--- config.mk ---
export PLATFORM = sky130hd
export DESIGN_NAME = mux_nx1_rr
export DESIGN_NICKNAME = d
export VERILOG_FILES = /design/src/rtl/mux_nx1_rr_pkg.sv /design/src/rtl/rr_arbiter.sv /design/src/rtl/mux_nx1_rr.sv
export SDC_FILE = /design/constraint.sdc
export NUM_CORES = 1
export LEC_CHECK = 0
export ABC_AREA = 1
export CORE_AREA = 2 2 78 110
export DETAILED_ROUTE_END_ITERATION = 8
export DIE_AREA = 0 0 80 112
export GPL_ROUTABILITY_DRIVEN = 1
export GPL_TIMING_DRIVEN = 0
export MAX_ROUTING_LAYER = met4
export PLACE_DENSITY = 0.79
export SYNTH_ARGS = -nofsm -noshare
export SYNTH_HDL_FRONTEND = slang
export SYNTH_SLANG_ARGS = --single-unit
--- constraint.sdc ---
create_clock -name clk -period 3.2 [get_ports clk]
set_clock_uncertainty 0.1 [all_clocks]
set_input_delay 0.96 -clock clk [delete_from_list [all_inputs] [get_ports clk]]
set_output_delay 0.96 -clock clk [all_outputs]
set_load 0.02 [all_outputs]
--- src/rtl/mux_nx1_rr_pkg.sv ---
// Shared definitions for the N-to-1 registered mux:
// mode encodings and the per-channel bus slice helper.
package mux_nx1_rr_pkg;

   localparam logic MODE_FIXED = 1'b0;
   localparam logic MODE_RR    = 1'b1;

   // Low bit of channel idx inside a packed N*width bus.
   function automatic int chan_lo(input int idx,
                                  input int width);
      return idx * width;
   endfunction

endpackage

--- src/rtl/rr_arbiter.sv ---
// Combinational round-robin arbiter: lowest set req bit at or above ptr, wrapping.
// Ports: req[N], ptr[SW] in; grant[N] one-hot or zero, grant_idx[SW] out.
module rr_arbiter #(
   parameter int N  = 4,
   parameter int SW = $clog2(N)
) (
   input  logic [N-1:0]  req,
   input  logic [SW-1:0] ptr,
   output logic [N-1:0]  grant,
   output logic [SW-1:0] grant_idx
);

   logic [2*N-1:0] dbl;
   logic [2*N-1:0] mask;
   logic [2*N-1:0] hit;

   // Two copies of req: the upper copy supplies the wrapped
   // channels once everything below ptr has been masked off.
   assign dbl  = {req, req};
   assign mask = {2*N{1'b1}} << ptr;
   assign hit  = dbl & mask;

   // Scan from the top down so the lowest hit wins.
   always_comb begin
      grant     = '0;
      grant_idx = '0;
      for (int i = 2*N-1; i >= 0; i--) begin
         if (hit[i]) begin
            grant          = '0;
            grant[i % N]   = 1'b1;
            grant_idx      = SW'(i % N);
         end
      end
   end

endmodule

--- src/rtl/mux_nx1_rr.sv ---
// N-to-1 registered mux, fixed-select or round-robin, valid/ready on all sides.
// Ports: clk, rst (async high); in_data/in_valid/in_ready[N]; mode, sel; out_data/out_src/out_valid/out_ready.
module mux_nx1_rr
   import mux_nx1_rr_pkg::*;
#(
   parameter int WIDTH = 32,
   parameter int N     = 4,
   parameter int SW    = $clog2(N)
) (
   input  logic             clk,
   input  logic             rst,
   input  logic [N*WIDTH-1:0] in_data,
   input  logic [N-1:0]     in_valid,
   output logic [N-1:0]     in_ready,
   input  logic             mode,
   input  logic [SW-1:0]    sel,
   output logic [WIDTH-1:0] out_data,
   output logic [SW-1:0]    out_src,
   output logic             out_valid,
   input  logic             out_ready
);

   logic [N-1:0]     fix_grant;
   logic [N-1:0]     rr_grant;
   logic [N-1:0]     grant;
   logic [SW-1:0]    rr_idx;
   logic [SW-1:0]    gidx;
   logic [SW-1:0]    ptr;
   logic [SW-1:0]    next_ptr;
   logic [WIDTH-1:0] sel_data;
   logic             can_load;
   logic             in_xfer;

   // Out-of-range sel matches no channel, so nothing is granted.
   always_comb begin
      fix_grant = '0;
      for (int i = 0; i < N; i++) begin
         if (sel == SW'(i)) begin
            fix_grant[i] = in_valid[i];
         end
      end
   end

   rr_arbiter #(
      .N  (N),
      .SW (SW)
   ) u_arb (
      .req       (in_valid),
      .ptr       (ptr),
      .grant     (rr_grant),
      .grant_idx (rr_idx)
   );

   always_comb begin
      grant = '0;
      gidx  = '0;
      unique case (mode)
         MODE_FIXED: begin
            grant = fix_grant;
            gidx  = sel;
         end
         MODE_RR: begin
            grant = rr_grant;
            gidx  = rr_idx;
         end
      endcase
   end

   // out_ready reaches in_ready combinationally so a full
   // register can drain and reload on the same edge.
   assign can_load = ~out_valid | out_ready;
   assign in_ready = grant & {N{can_load}};
   assign in_xfer  = |(in_valid & in_ready);

   always_comb begin
      sel_data = '0;
      for (int i = 0; i < N; i++) begin
         if (gidx == SW'(i)) begin
            sel_data = in_data[chan_lo(i, WIDTH) +: WIDTH];
         end
      end
   end

   // Explicit wrap since N need not be a power of two.
   assign next_ptr = (gidx == SW'(N-1)) ? '0
                                        : gidx + SW'(1);

   always_ff @(posedge clk or posedge rst) begin
      if (rst) begin
         out_valid <= 1'b0;
         out_data  <= '0;
         out_src   <= '0;
         ptr       <= '0;
      end else begin
         if (in_xfer) begin
            out_valid <= 1'b1;
            out_data  <= sel_data;
            out_src   <= gidx;
            if (mode == MODE_RR) begin
               ptr <= next_ptr;
            end
         end else if (out_ready) begin
            out_valid <= 1'b0;
         end
      end
   end

endmodule
After elaboration in Yosys (flattened, before gate mapping) --
Cells that the tools add are included.
Word-level totals: register bits 37, word-level logic and storage cells 52, output and inout bits 39
Operators by class: equal/unequal tests 6, shift-type cells 1, bitwise logic cells 6, reduce and logical (&&, ||, !) cells 5, $add $sub $neg 1, multiplexer cells 29
Operator list (count):
- two-way mux 32 bit | 4
- two-way mux 4 bit | 8
- two-way mux 2 bit | 9
- AND 4 bit | 2
- AND 8 bit | 1
- equality test 2 bit, second input constant | 4
- case mux 4 bit (2 select lines) | 1
- << shifter 8 x 2 -> 8 bit, first input constant | 1
- two-way mux 1 bit | 6
- equality test 2 x 1 -> 1 bit, second input constant | 2
- logical NOT 2 bit | 2
- case mux 2 bit (2 select lines) | 1
- OR reduction 4 bit | 1
- adder 2 x 1 -> 2 bit, second input constant | 1
- NOT 1 bit | 2
- AND reduction 2 bit | 1
- nonzero test 2 bit | 1
- OR 1 bit | 1

Longest topological paths before layout --
word-level depth 16, gate-level depth with buffers 16

Cells and area by module --
Synthesis repeated with hierarchy kept, for this count alone.
Unflattened totals: cells, all modules 450, area, all modules 2905.3 um^2
Modules (own cells, without submodules):
- mux_nx1_rr | cells each 421, instances 1, sequential area each 925.9 um^2, area an instance 2752.6 um^2
- rr_arbiter | cells each 29, instances 1, sequential area each 0.0 um^2, area an instance 152.6 um^2

Least setup slack after synthesis --
OpenSTA, ideal clock, no wires.
path kind input-to-reg, start in in_valid[1], end reg out_data[19], arrival 2.852 ns, library setup time 0.116 ns, setup slack 0.131 ns, cell stages on the path 11, path through inv_2 > or2_1 > nand2_1 > a21oi_1 > o21ai_0 > ha_1 > buf_6 > dlygate4sd3_1 > o21ai_0 > nand2_2 > nand2_2
Between the ends: cells in the longest elaborated chain, start to end 13, elaborated cells on any way between the ends 27
Ends and longest elaborated chain:
- start, declared | RTL line mux_nx1_rr.sv:13 | input logic [N-1:0] in_valid,
- AND 8 bit * | RTL line rr_arbiter.sv:21 | assign hit = dbl & mask;
- two-way mux 2 bit (4 in series) | RTL line rr_arbiter.sv:28 | if (hit[i]) begin
- two-way mux 2 bit * (2 in series) | RTL line rr_arbiter.sv:28
- case mux 2 bit (2 select lines) * | RTL line mux_nx1_rr.sv:57 | unique case (mode)
- net gidx[0] | RTL line mux_nx1_rr.sv:27 | logic [SW-1:0] gidx;
- logical NOT 2 bit | RTL line mux_nx1_rr.sv:78 | if (gidx == SW'(i)) begin
- two-way mux 32 bit (3 in series) | RTL line mux_nx1_rr.sv:78
- two-way mux 32 bit * | RTL line mux_nx1_rr.sv:78
- end signal, assigned | RTL line mux_nx1_rr.sv:97 | out_data <= sel_data;
- end, declared | RTL line mux_nx1_rr.sv:17 | output logic [WIDTH-1:0] out_data,
The timed path passes the listed nets; every way through them passes the cells marked *. A chain may end at the register's enable or synchronous reset.

Worst setup path after layout --
start in sel[1], end out in_ready[1]
Between the ends: cells in the longest elaborated chain, start to end 4
Ends and longest elaborated chain:
- start, declared | RTL line mux_nx1_rr.sv:16 | input logic [SW-1:0] sel,
- equality test 2 x 1 -> 1 bit | RTL line mux_nx1_rr.sv:38 | if (sel == SW'(i)) begin
- two-way mux 1 bit | RTL line mux_nx1_rr.sv:38
- case mux 4 bit (2 select lines) | RTL line mux_nx1_rr.sv:57
- AND 4 bit | RTL line mux_nx1_rr.sv:72 | assign in_ready = grant & {N{can_load}};
- end, declared | RTL line mux_nx1_rr.sv:14 | output logic [N-1:0] in_ready,
Every way passes these cells.

==> run metrics <==
Post-Syn Area=0.00294 mm2; CTS max path bufs=2; area share of the largest cell type after synthesis=0.315; Hold/Removal Path Class=flip-flop to flip-flop; post-layout min period=3.14 ns; post-synth top area cell=dfrtp_1; CP Class=input pin to output port; synth unique cells=26; clk slew on worst S/H paths=0.05 ns; dpl cells=716; Seq/Total Area, Yosys=0.315; Mapped Cells=439; number of core rows=39; worst-margin pin slew=0.787 ns; Clk Latency, worst-skew pair=0.28 ns; most frequent cells in the layout=167 x clkdlybuf4s50_1, 133 x nand2_1, 57 x nand2_2, 53 x o21ai_0; most common cell after layout, fill and taps aside=clkdlybuf4s50_1; ant diodes=0; Setup TNS Final=0 ns; outcome=finished clean; Port Buf Inserts=175; DP Worst Slack=-0.919 ns; Worst Path Max Fanout=4; TritonRoute pass-1 iters=6; share of post-route cells with drive strength above 1=0.185; routed len/inst=14.3 um; maxcap violations=0; fin area=0.00502 mm2; crit path DAT=2.08 ns; largest net degree at the start of global routing=38; Final HPWL DP=8.15 mm; yosys warns=0; Worst Setup End Kind=output port; die area=0.00896 mm2; P&R area growth vs syn=71.0%; Slew Limit Fails=0; die height=112 um; Max VDD drop=0.000408 V; Hold Violations, Final=0; Root Buffer=clkbuf_16; CTS tree=yes; Fmax=0.319 GHz; GRT Total Usage=0.239; final hold slack=0.370 ns; Via density=4.91; die width=80 um; total grt overflow=0; RSZ-0062 raised after global routing=true; hold_buf cts=0; vias in the first global route=3562; Worst slew margin=0.475; period utilisation layout=0.980; first-pass GRT wire length=16.7 mm; worst path required time=2.14 ns; Yosys reg bits=37; htree depth=2; core area=0.00800 mm2; Synth area leaders=dfrtp_1 32%, nand2_1 17%, nand2_2 12%; Num CTS Buffers=5; final non-filler cell total=723; Critical Path Start Type=input pin; initial antenna violation count=0; Iteration-0 DRC Markers=165; PnR worst setup slack=0.0630 ns; DRC viols=0; I/O pin cnt=177; vias=3552; DRT antenna net count=0; Cell Area, Placed=0.00482 mm2; DRT Wirelength=10.4 mm; final setup vio count=0; Clock Sinks=37; pwr dens=680 mW/mm2; Starting Density=0.367; Pleak=0.00228 uW; routability-driven placement congestion ratio=0.843; Post-Syn Area per Cell=6.69 um2; syn_nets=581; nets=762
==> cell families (layout without fill, tap and decap cells) <==
| kind of cell | after synthesis | after routing | share of synthesized area |
|---|---|---|---|
| adders and majority gates | 4 | 4 | 0.0170 |
| AOI/OAI and AO/OA | 107 | 107 | 0.185 |
| DFF | 37 | 37 | 0.315 |
| buffers and inverters | 50 | 232 | 0.103 |
| and+or+nand+nor | 241 | 241 | 0.381 |
==> final cells by class <==
type | instances | area [um2]
fillers | 786 | 2980
clock inverters | 1 | 30.0
plain buffers | 30 | 249
multi-input cells | 352 | 1740
clock buffers | 7 | 143
flip-flops and latches | 37 | 926
repair buffers | 176 | 1740
well taps | 102 | 128
inverters | 18 | 72.6
==> sequential cells by signal (all words and copies together) (netlist names) <==
signal,count
out_valid,1
out_src,2
out_data,32
ptr,2
==> cell usage after synthesis (all sizes together) <==
library cell,instances
nand2,192
o21ai,67
a21oi,38
dfrtp,37
nand3,37
clkbuf,18
inv,18
buf,12
nor2,11
ha,4
dlygate4sd3,2
a31oi,1
o21bai,1
or2,1
==> per-layer routing <==
metal,global-route usage,wire length [um],vias up
met1,0.275,4000,1619
li1,-,-,1782
met5,-,0,-
met2,0.423,5460,134
met4,0.0644,191,0
met3,0.0397,722,17
==> power breakdown <==
group	internal (uW)	switching, uW
sequential	677	118
clock	389	188
combinational	932	1120
total	2000	1420
==> critical path, cell delays in order <==
cell and delay (ns):
clkdlybuf4s50_1 0.44, inv_2 0.10, nand3_1 0.08, a21oi_1 0.19, nand2_2 0.11, inv_1 0.07
buf_4 0.13
==> what timing repair did <==
action / CTS / global route
endpoints found under the setup margin: 36 / 35
pin swaps: 0 / 2
gates cloned: 0 / 0
buffers inserted: 0 / 1
gates resized for setup: 38 / 31
==> final timing paths <==
check / start / endpoint / slack [ns] / depth (start not counted)
setup / recovery: sel[1] / in_ready[1] / 0.06 / 7
hold / removal: out_data[14] / out_data[14] / 0.37 / 2
setup reg to reg: ptr[1] / out_data[9] / 0.76 / 13
hold reg to reg: out_data[14] / out_data[14] / 0.37 / 2
max in group asynchronous: rst / out_data[30] / 1.46 / 2
min in group asynchronous: rst / out_data[26] / 1.05 / 2
==> through the flow <==
stage	total power, uW	util
after floorplan	2000	-
after global placement	2790	0.602
after detailed placement	2830	0.602
after CTS	3420	0.623
after global routing	3660	0.628
final	3420	0.628
(Power assumes the default switching activity.)
